`src/rtl/dispatch_pkg.sv`:
```
// Shared definitions for the bloom-gated packet dispatch controller:
// FSM encoding, hash count and the bloom index-width helper.
package dispatch_pkg;

   typedef enum logic [1:0] {
      IDLE    = 2'd0,
      RUN     = 2'd1,
      RELEASE = 2'd2
   } state_e;

   localparam int NUM_HASH = 3;

   function automatic int idx_w(input int filter_w);
      return $clog2(filter_w);
   endfunction

endpackage

```
`src/rtl/bloom_key_check.sv`:
```
// Combinational k=3 bloom membership test of a packet key against the filter.
// Each probe index is the XOR of two IW-bit key fields.
module bloom_key_check
   import dispatch_pkg::*;
#(
   parameter int DATA_W   = 64,
   parameter int FILTER_W = 64
) (
   input  logic [DATA_W-1:0]   key,
   input  logic [FILTER_W-1:0] filter,
   output logic                hit
);

   localparam int IW = idx_w(FILTER_W);

   logic [NUM_HASH-1:0] probe;

   for (genvar i = 0; i < NUM_HASH; i++) begin : g_hash
      logic [IW-1:0] idx;
      assign idx      = key[i*IW +: IW] ^ key[(i+NUM_HASH)*IW +: IW];
      assign probe[i] = filter[idx];
   end

   assign hit = &probe;

   if (DATA_W > 2*NUM_HASH*IW) begin : g_key_hi
      logic unused_key_hi;
      assign unused_key_hi = ^key[DATA_W-1:2*NUM_HASH*IW];
   end

endmodule

```
`src/rtl/pkt_dispatch_ctrl.sv`:
```
// Bloom-gated dispatch: parses the snooped stream, queues one hit bit per packet
// and holds matching packets until all cores finish. Optional watchdog: DISPATCH_TIMEOUT_EN.
module pkt_dispatch_ctrl
   import dispatch_pkg::*;
#(
   parameter int NUM_CORES      = 2,
   parameter int DATA_W         = 64,
   parameter int CTRL_W         = 8,
   parameter int FILTER_W       = 64,
   parameter int KEY_WORD       = 1,
   parameter int HIT_DEPTH      = 4,
   parameter int CNT_W          = 16,
   parameter int TIMEOUT_CYCLES = 1024
) (
   input  logic                 clk,
   input  logic                 reset,
   input  logic [DATA_W-1:0]    in_data,
   input  logic [CTRL_W-1:0]    in_ctrl,
   input  logic                 in_wr,
   input  logic [FILTER_W-1:0]  filter,
   input  logic                 pkt_ready,
   input  logic [NUM_CORES-1:0] core_done,
   output logic [NUM_CORES-1:0] core_en,
   output logic                 pkt_release,
   output logic                 timed_out,
   output logic                 hitq_ovf,
   output logic [CNT_W-1:0]     match_count,
   output logic [CNT_W-1:0]     timeout_count,
   output logic [1:0]           state
);

   // HIT_DEPTH is a power of two, at least 2
   localparam int AW     = $clog2(HIT_DEPTH);
   localparam int BCNT_W = $clog2(KEY_WORD + 2);
   localparam logic [BCNT_W-1:0] KEY_IDX  = BCNT_W'(KEY_WORD);
   localparam logic [BCNT_W-1:0] BCNT_MAX = BCNT_W'(KEY_WORD + 1);
   localparam logic [AW:0]       HQ_FULL  = (AW+1)'(HIT_DEPTH);

   // ---------------- beat parser ----------------
   logic              data_ph_q, data_ph_d;
   logic [BCNT_W-1:0] bcnt_q, bcnt_d;
   logic [DATA_W-1:0] key_q, key_d;
   logic              eop;
   logic              hit;

   always_comb begin
      data_ph_d = data_ph_q;
      bcnt_d    = bcnt_q;
      key_d     = key_q;
      eop       = 1'b0;
      if (in_wr) begin
         if (in_ctrl == '0) begin
            data_ph_d = 1'b1;
            if (bcnt_q == KEY_IDX) key_d = in_data;
            if (bcnt_q != BCNT_MAX) bcnt_d = bcnt_q + 1'b1;
         end else if (data_ph_q) begin
            // key returns to 0 so a short next packet checks against key=0
            eop       = 1'b1;
            data_ph_d = 1'b0;
            bcnt_d    = '0;
            key_d     = '0;
         end
      end
   end

   bloom_key_check #(
      .DATA_W   (DATA_W),
      .FILTER_W (FILTER_W)
   ) u_bloom (
      .key    (key_q),
      .filter (filter),
      .hit    (hit)
   );

   // ---------------- hit queue ----------------
   logic [HIT_DEPTH-1:0] hq_mem_q, hq_mem_d;
   logic [AW-1:0]        wr_ptr_q, wr_ptr_d, rd_ptr_q, rd_ptr_d;
   logic [AW:0]          hq_cnt_q, hq_cnt_d;
   logic                 hitq_ovf_q, hitq_ovf_d;
   logic                 pop, pop_hit, hq_empty, hq_full, real_pop, push_ok;

   assign hq_empty = (hq_cnt_q == '0);
   assign hq_full  = (hq_cnt_q == HQ_FULL);
   // an empty pop decides as hit so the packet still gets inspected
   assign pop_hit  = hq_empty | hq_mem_q[rd_ptr_q];
   assign real_pop = pop & ~hq_empty;
   assign push_ok  = eop & (~hq_full | real_pop);

   always_comb begin
      hq_mem_d   = hq_mem_q;
      wr_ptr_d   = wr_ptr_q;
      rd_ptr_d   = rd_ptr_q;
      hq_cnt_d   = hq_cnt_q;
      hitq_ovf_d = hitq_ovf_q | (eop & ~push_ok);
      if (push_ok) begin
         hq_mem_d[wr_ptr_q] = hit;
         wr_ptr_d           = wr_ptr_q + 1'b1;
      end
      if (real_pop) rd_ptr_d = rd_ptr_q + 1'b1;
      if (push_ok && !real_pop) hq_cnt_d = hq_cnt_q + 1'b1;
      else if (!push_ok && real_pop) hq_cnt_d = hq_cnt_q - 1'b1;
   end

   // ---------------- dispatch FSM ----------------
   state_e               state_q, state_d;
   logic [NUM_CORES-1:0] done_lat_q, done_lat_d, core_en_q, core_en_d, done_all;
   logic                 pkt_release_q, pkt_release_d;
   logic                 timed_out_q, timed_out_d;
   logic [CNT_W-1:0]     match_count_q, match_count_d;
   logic                 wd_expire;

   assign done_all = done_lat_q | core_done;

   always_comb begin
      state_d       = state_q;
      done_lat_d    = done_lat_q;
      core_en_d     = core_en_q;
      pkt_release_d = 1'b0;
      timed_out_d   = 1'b0;
      match_count_d = match_count_q;
      pop           = 1'b0;
      unique case (state_q)
         IDLE: begin
            if (pkt_ready) begin
               pop = 1'b1;
               if (pop_hit) begin
                  state_d    = RUN;
                  done_lat_d = '0;
                  core_en_d  = '1;
                  if (match_count_q != '1) match_count_d = match_count_q + 1'b1;
               end else begin
                  state_d       = RELEASE;
                  pkt_release_d = 1'b1;
               end
            end
         end
         RUN: begin
            done_lat_d = done_all;
            core_en_d  = ~done_all;
            // completion wins over a watchdog expiry in the same cycle
            if (&done_all) begin
               state_d       = RELEASE;
               pkt_release_d = 1'b1;
               core_en_d     = '0;
            end else if (wd_expire) begin
               state_d       = RELEASE;
               pkt_release_d = 1'b1;
               timed_out_d   = 1'b1;
               core_en_d     = '0;
            end
         end
         RELEASE: state_d = IDLE;
         default: state_d = IDLE;
      endcase
   end

`ifdef DISPATCH_TIMEOUT_EN
   localparam int WD_W = $clog2(TIMEOUT_CYCLES + 1);
   localparam logic [WD_W-1:0] WD_LAST = WD_W'(TIMEOUT_CYCLES - 1);

   logic [WD_W-1:0]  wd_q, wd_d;
   logic [CNT_W-1:0] timeout_count_q, timeout_count_d;

   // wd_q is 0 in the first RUN cycle, so expiry lands on cycle TIMEOUT_CYCLES
   assign wd_expire = (state_q == RUN) && (wd_q == WD_LAST);

   always_comb begin
      wd_d            = '0;
      timeout_count_d = timeout_count_q;
      if (state_q == RUN) wd_d = wd_q + 1'b1;
      if (timed_out_d && (timeout_count_q != '1)) timeout_count_d = timeout_count_q + 1'b1;
   end

   always_ff @(posedge clk) begin
      if (reset) begin
         wd_q            <= '0;
         timeout_count_q <= '0;
      end else begin
         wd_q            <= wd_d;
         timeout_count_q <= timeout_count_d;
      end
   end

   assign timeout_count = timeout_count_q;
`else
   logic [31:0] unused_timeout;
   assign unused_timeout = 32'(TIMEOUT_CYCLES);
   assign wd_expire      = 1'b0;
   assign timeout_count  = '0;
`endif

   always_ff @(posedge clk) begin
      if (reset) begin
         data_ph_q     <= 1'b0;
         bcnt_q        <= '0;
         key_q         <= '0;
         hq_mem_q      <= '0;
         wr_ptr_q      <= '0;
         rd_ptr_q      <= '0;
         hq_cnt_q      <= '0;
         hitq_ovf_q    <= 1'b0;
         state_q       <= IDLE;
         done_lat_q    <= '0;
         core_en_q     <= '0;
         pkt_release_q <= 1'b0;
         timed_out_q   <= 1'b0;
         match_count_q <= '0;
      end else begin
         data_ph_q     <= data_ph_d;
         bcnt_q        <= bcnt_d;
         key_q         <= key_d;
         hq_mem_q      <= hq_mem_d;
         wr_ptr_q      <= wr_ptr_d;
         rd_ptr_q      <= rd_ptr_d;
         hq_cnt_q      <= hq_cnt_d;
         hitq_ovf_q    <= hitq_ovf_d;
         state_q       <= state_d;
         done_lat_q    <= done_lat_d;
         core_en_q     <= core_en_d;
         pkt_release_q <= pkt_release_d;
         timed_out_q   <= timed_out_d;
         match_count_q <= match_count_d;
      end
   end

   assign core_en     = core_en_q;
   assign pkt_release = pkt_release_q;
   assign timed_out   = timed_out_q;
   assign hitq_ovf    = hitq_ovf_q;
   assign match_count = match_count_q;
   assign state       = state_q;

endmodule
```
`config.mk`:
```
export PLATFORM = sky130hd
export DESIGN_NAME = pkt_dispatch_ctrl
export DESIGN_NICKNAME = d
export VERILOG_FILES = /design/src/rtl/dispatch_pkg.sv /design/src/rtl/bloom_key_check.sv /design/src/rtl/pkt_dispatch_ctrl.sv
export SDC_FILE = /design/constraint.sdc
export NUM_CORES = 1
export LEC_CHECK = 0
export BUFFER_PORTS_ARGS = -buffer_cell sky130_fd_sc_hd__buf_2
export CORE_UTILIZATION = 30
export DETAILED_ROUTE_END_ITERATION = 6
export SYNTH_ARGS = -nofsm -noshare
export SYNTH_HDL_FRONTEND = slang
export SYNTH_SLANG_ARGS = --single-unit
```
`constraint.sdc`:
```
create_clock -name clk -period 3.7 [get_ports clk]
set_input_delay 0.185 -clock clk [delete_from_list [all_inputs] [get_ports clk]]
set_output_delay 0.185 -clock clk [all_outputs]
set_load 0.01 [all_outputs]
```
# After elaboration in Yosys (flattened, before gate mapping)
# Index checks and enable logic that the tools add are counted.
# Widths: inputs -> output; s select.
# classes
add_sub_neg	6
magnitude_cmp	6
eq_ne	10
muxes	40
n_bitwise	14
reduce_logical	18
# ops
operator	n
$mux 36	3
$mux 2	11
$lt 6x7->1 const B	3
$bmux 1 s6	3
$xor 6x6->6	3
$add 16x1->16 const B	1
$ne 16x16->1 const B	1
$mux 1	14
$pmux 2 s2	3
$reduce_and 3->1	4
$logic_not 8->1	1
$ne 2x2->1 const B	4
$add 2x1->2 const B	3
$lt 2x3->1 const B	2
$mux 3	2
$reduce_bool 2->1	3
$bwmux 4	1
$eq 2x1->1 const B	2
$ne 2x1->1 const B	2
$reduce_and 2->1	2
$reduce_and 4->1	1
$add 3x1->3 const B	1
$and 1x1->1	3
$eq 3x3->1 const B	1
other kinds (13)	20
# totals
regBits	74
inputBits	142
output_inout_bits	39
word_cells	107

# Depth between registers and ports, before layout
# depth
word_depth	9
mapped_depth	9
depth_no_buf	9

# Hierarchy
# A second synthesis with hierarchy kept.
# unflattened
cells_unflattened	641
area_unflattened_um2	6635.1
# by_module_without_submodules
module	n_inst	cells_each	area_per_inst_um2
pkt_dispatch_ctrl	1	519	4847.1
bloom_key_check	1	122	1788.0

# Worst setup path before layout
# OpenSTA, ideal clock, no wires.
# synth_path
path_kind	flip-flop to flip-flop
start	register state_q[0] (netlist: state[0])
end	register hq_cnt_q[2]
t_arrival_ps	2599
required_ps	3629
setup_slack_ps	1030
path_stages_with_launch	9
n_path_buf	0
synth_period_minus_slack_ps	2670
cell_sequence	dfxtp_1 or3b_2 a311oi_2 ha_1 inv_1 fa_1 xor2_1 or3_1 a21oi_1
# synth_between
elab_chain_len	8
elab_cells_between_ends	11
# synth_rtl
element	line	source
from (decl)	pkt_dispatch_ctrl.sv:105	state_e state_q, state_d;
from (signal assigned)	pkt_dispatch_ctrl.sv:217	state_q <= state_d;
$logic_not 2->1 *	pkt_dispatch_ctrl.sv:122	unique case (state_q)
$mux 1 *	pkt_dispatch_ctrl.sv:122	
$and 1x1->1 *	pkt_dispatch_ctrl.sv:86	assign real_pop = pop & ~hq_empty;
$or 1x1->1 *	pkt_dispatch_ctrl.sv:87	assign push_ok = eop & (~hq_full | real_pop);
$and 1x1->1 *	pkt_dispatch_ctrl.sv:87	
net push_ok	pkt_dispatch_ctrl.sv:80	logic pop, pop_hit, hq_empty, hq_full, real_pop, push_ok;
$logic_not 1->1	pkt_dispatch_ctrl.sv:101	else if (!push_ok && real_pop) hq_cnt_d = hq_cnt_q - 1'b1;
$logic_and 1x1->1	pkt_dispatch_ctrl.sv:101	
$reduce_bool 2->1 (no line)	--	
to (signal assigned)	pkt_dispatch_ctrl.sv:215	hq_cnt_q <= hq_cnt_d;
to (decl)	pkt_dispatch_ctrl.sv:78	logic [AW:0] hq_cnt_q, hq_cnt_d;
# Mark *: on every way through the listed nets, which the timed path passes. The rest lies on a longest branch.
# A chain may end at the register's enable or synchronous reset.

# Final worst setup path
# layout_path
start	register state_q[1] (netlist: state[1])
end	register hq_cnt_q[2]
# The elaborated chain is that of the path after synthesis.

==> qor.csv <==
stage;metric;value;unit
power_and_ir_drop;finalPower;2.203;mW
route;ant_nets;0;
setup_path;crit_type;flop to flop;
setup_path;rrSetupSlack;0.85;ns
finish;area_delta_synth_final;21.85;%
logic_synthesis;synth.top_cell.area_share;0.2891;
sta;fin_crit_sh;0.7701;
route;drt_iter0_drc;311;
min_path;hp-class;input port to flop;
floorplanning;die_w;132.7;µm
setup_path;critPathLaunchType;flop;
clock_tree;cts_hold_buffers;0;
grt;grt_pass1_wl;23470;µm
placement;post-dp-hpwl;11670;µm
power_and_ir_drop;leakagePower;2.556;nW
finish;insertedDiodeCount;0;
sta;finalClockSkew;0.007001;ns
route;drt-total-wl;14890;µm
sta;setup_tns;0;ns
finish;final_cell_mix;135 x buf_2, 74 x dfxtp_1, 65 x nand2_1;
placement;routabilityCongestion;0.9511;
clock_tree;post_cts_buffers;0;
logic_synthesis;yosysTopAreaCell;dfxtp_1;
min_path;hold_start;in_data[30];
sta;slew-limit-headroom;0.5107;
setup_path;worst_setup_path_end_kind;flop;
clock_tree;clk_path_buf_depth;2;
finish;drive_above_1_share;0.2549;
floorplanning;core.rowCount;47;
clock_tree;cts_buffers;9;
route;drcViolationCount;0;
sta;finalSetupViolCount;0;
finish;final_cells;930;
min_path;holdPathEnd;key_q[30]$_SDFFE_PP0P_;
setup_path;cp_max_fo;7;
clock_tree;cts.repair.resized;0;
sta;grt_setup_unrepaired;no;
run_status;status;finished, final reports clean;
logic_synthesis;ys_seq_area_frac;0.2891;
route;wl_per_cell;16.01;µm
power_and_ir_drop;p_per_area;352.8;mW/mm²
floorplanning;start_util;0.3079;
grt;grt_pass1_vias;4521;
logic_synthesis;synth_warnings;0;
floorplanning;core_area;0.01664;mm²
logic_synthesis;synth_ff_type;dfxtp_1;
finish;final_common_cell;buf_2;
finish;num-nets-final;856;
sta;layout_min_cycle_time;2.849;ns
floorplanning;die_area;0.01761;mm²
clock_tree;cts_tree;yes;
clock_tree;clk_latency;0.33;ns
clock_tree;clk_pin_slew;0.06;ns
route;num_vias;4827;
sta;max_freq;0.3510;GHz
setup_path;r2r-start;state[1]$_SDFFE_PP0P_;
min_path;hold_depth;3;
floorplanning;io_pins;181;
grt;grt_max_degree;64;
logic_synthesis;synth-edff-count;0;
setup_path;r2r_cells;8;
setup_path;r2r-end;hq_cnt_q[2]$_SDFFE_PP0P_;
grt;grt-ovfl-total;0;
logic_synthesis;syn_area_per_cell;8.897;µm²
grt;grt_util_all_layers;0.1685;
sta;tightestPinTransition;0.7333;ns
clock_tree;clock_sinks;74;
logic_synthesis;syn_area;0.005125;mm²
sta;hold_viol_final;0;
placement;port_buffers;135;
setup_path;crit_required;3.95;ns
floorplanning;fp.dieH;132.7;µm
logic_synthesis;async_reset_ff_frac;0;
logic_synthesis;post_synth_inst_count;576;
logic_synthesis;synth_area_leaders;dfxtp_1 29%, mux2i_1 11%, mux4_1 7.7%;
sta;slew_viol_final;0;
clock_tree;cts_root_buf;clkbuf_16;
grt;antenna_found_initial;3;
placement;place_inst;914;
power_and_ir_drop;ir_drop;0.0002101;V
logic_synthesis;yosys.cell_types.count;56;
finish;fin_util;0.3752;
logic_synthesis;ys_ff_latch;74;
clock_tree;cts_max_level;3;
route;first_pass_iters;5;
flow_run;cap_violations;0;
setup_path;cp.arrival;3.10;ns
route;vias_per_cell;5.190;
## area by class of cell
type | count | area (µm²)
fill | 1733 | 10400
multi-input combinational | 460 | 3379
sequential | 74 | 1481
timing repair buffer | 147 | 778.2
tap | 220 | 275.3
clock buffer | 10 | 239.0
inverter | 13 | 48.80
clock inverter | 6 | 42.54
## metrics by stage
stage | area, µm² | setup WS, ns | hold WS [ns]
3_3_place_gp | 5963 | 0.8791 | 0.4456
5_1_grt | 6245 | 0.6099 | 0.1106
4_1_cts | 6245 | 0.8107 | 0.09540
3_5_place_dp | 5963 | 0.8425 | 0.4468
2_1_floorplan | 5185 | 1.030 | 0.3365
6_report | 6245 | 0.8507 | 0.1062
## cell usage after synthesis, types with 2 or more instances
cell type and count:
a21oi_1 50, a22o_1 2, a22oi_1 8, a41oi_1 2, and3_1 3, buf_2 4
buf_4 22, clkbuf_1 15, dfxtp_1 74, ha_1 8, inv_1 13, mux2i_1 54
mux4_1 15, mux4_2 8, nand2_1 65, nand3_1 49, nand3b_1 5, nand4_1 7
nor2_1 45, nor2b_1 2, nor3_1 6, nor4_1 6, nor4b_1 2, o2111ai_1 5
o211ai_1 2, o21ai_0 9, o22ai_1 20, o31ai_1 4, or3_1 3, or4_1 2
xnor2_1 17, xnor2_2 2, xor2_1 23, xor2_2 2
## flip-flops by register name (all words and copies together) (netlist names)
| name | count |
|---|---|
| key_q | 36 |
| wr_ptr_q | 2 |
| pkt_release | 1 |
| data_ph_q | 1 |
| core_en | 2 |
| bcnt_q | 2 |
| done_lat_q | 2 |
| state | 2 |
| hitq_ovf | 1 |
| rd_ptr_q | 2 |
| match_count | 16 |
| hq_cnt_q | 3 |
| hq_mem_q | 4 |
## worst max path at each step
stage / to / startpoint / slack [ns]
6_report: hq_cnt_q[2]$_SDFFE_PP0P_ / state[1]$_SDFFE_PP0P_ / 0.85
5_1_grt: hq_cnt_q[2]$_SDFFE_PP0P_ / state[1]$_SDFFE_PP0P_ / 0.61
4_1_cts: hq_cnt_q[2]$_SDFFE_PP0P_ / state[1]$_SDFFE_PP0P_ / 0.81
3_5_place_dp: hq_cnt_q[2]$_SDFFE_PP0P_ / state[0]$_SDFFE_PP0P_ / 0.84
3_3_place_gp: hq_cnt_q[2]$_SDFFE_PP0P_ / state[1]$_SDFFE_PP0P_ / 0.88
2_1_floorplan: hq_cnt_q[2]$_SDFFE_PP0P_ / state[0]$_SDFFE_PP0P_ / 1.03
## per-layer routing
metal / wire, µm / global-route usage / up-vias / part of all wire
met5: 26 / 0 / - / 0.0017
met4: 262 / 0.05045 / 4 / 0.018
met3: 1196 / 0.04215 / 27 / 0.080
met2: 6767 / 0.2716 / 198 / 0.45
met1: 6633 / 0.2212 / 2248 / 0.45
li1: - / - / 2350 / -
## logic make-up (layout without fill, tap and decap cells)
logic type | Yosys count | after routing | synth area share
AND/OR/NAND/NOR | 201 | 201 | 0.1821
adder cells (fa/ha/maj) | 9 | 9 | 0.02344
multiplexers | 78 | 78 | 0.2197
buffers and inverters | 58 | 176 | 0.06641
other | 1 | 17 | 0.0007317
flip-flops | 74 | 74 | 0.2891
XOR/XNOR | 44 | 44 | 0.08105
AO/OA/AOI/OAI | 111 | 111 | 0.1374
## power by group
| group | internal [mW] | switching [mW] |
|---|---|---|
| combinational | 0.218 | 0.266 |
| clock | 0.471 | 0.332 |
| sequential | 0.859 | 0.0561 |
| total | 1.55 | 0.654 |
## critical path, stage by stage (launching register included)
cell and delay, ns:
dfxtp_1 0.35, or3b_2 0.51, a311oi_2 0.55, ha_1 0.29, inv_1 0.06, fa_1 0.38, xor2_1 0.17, or3_1 0.30
a21oi_1 0.15
(Power assumes the default switching activity.)
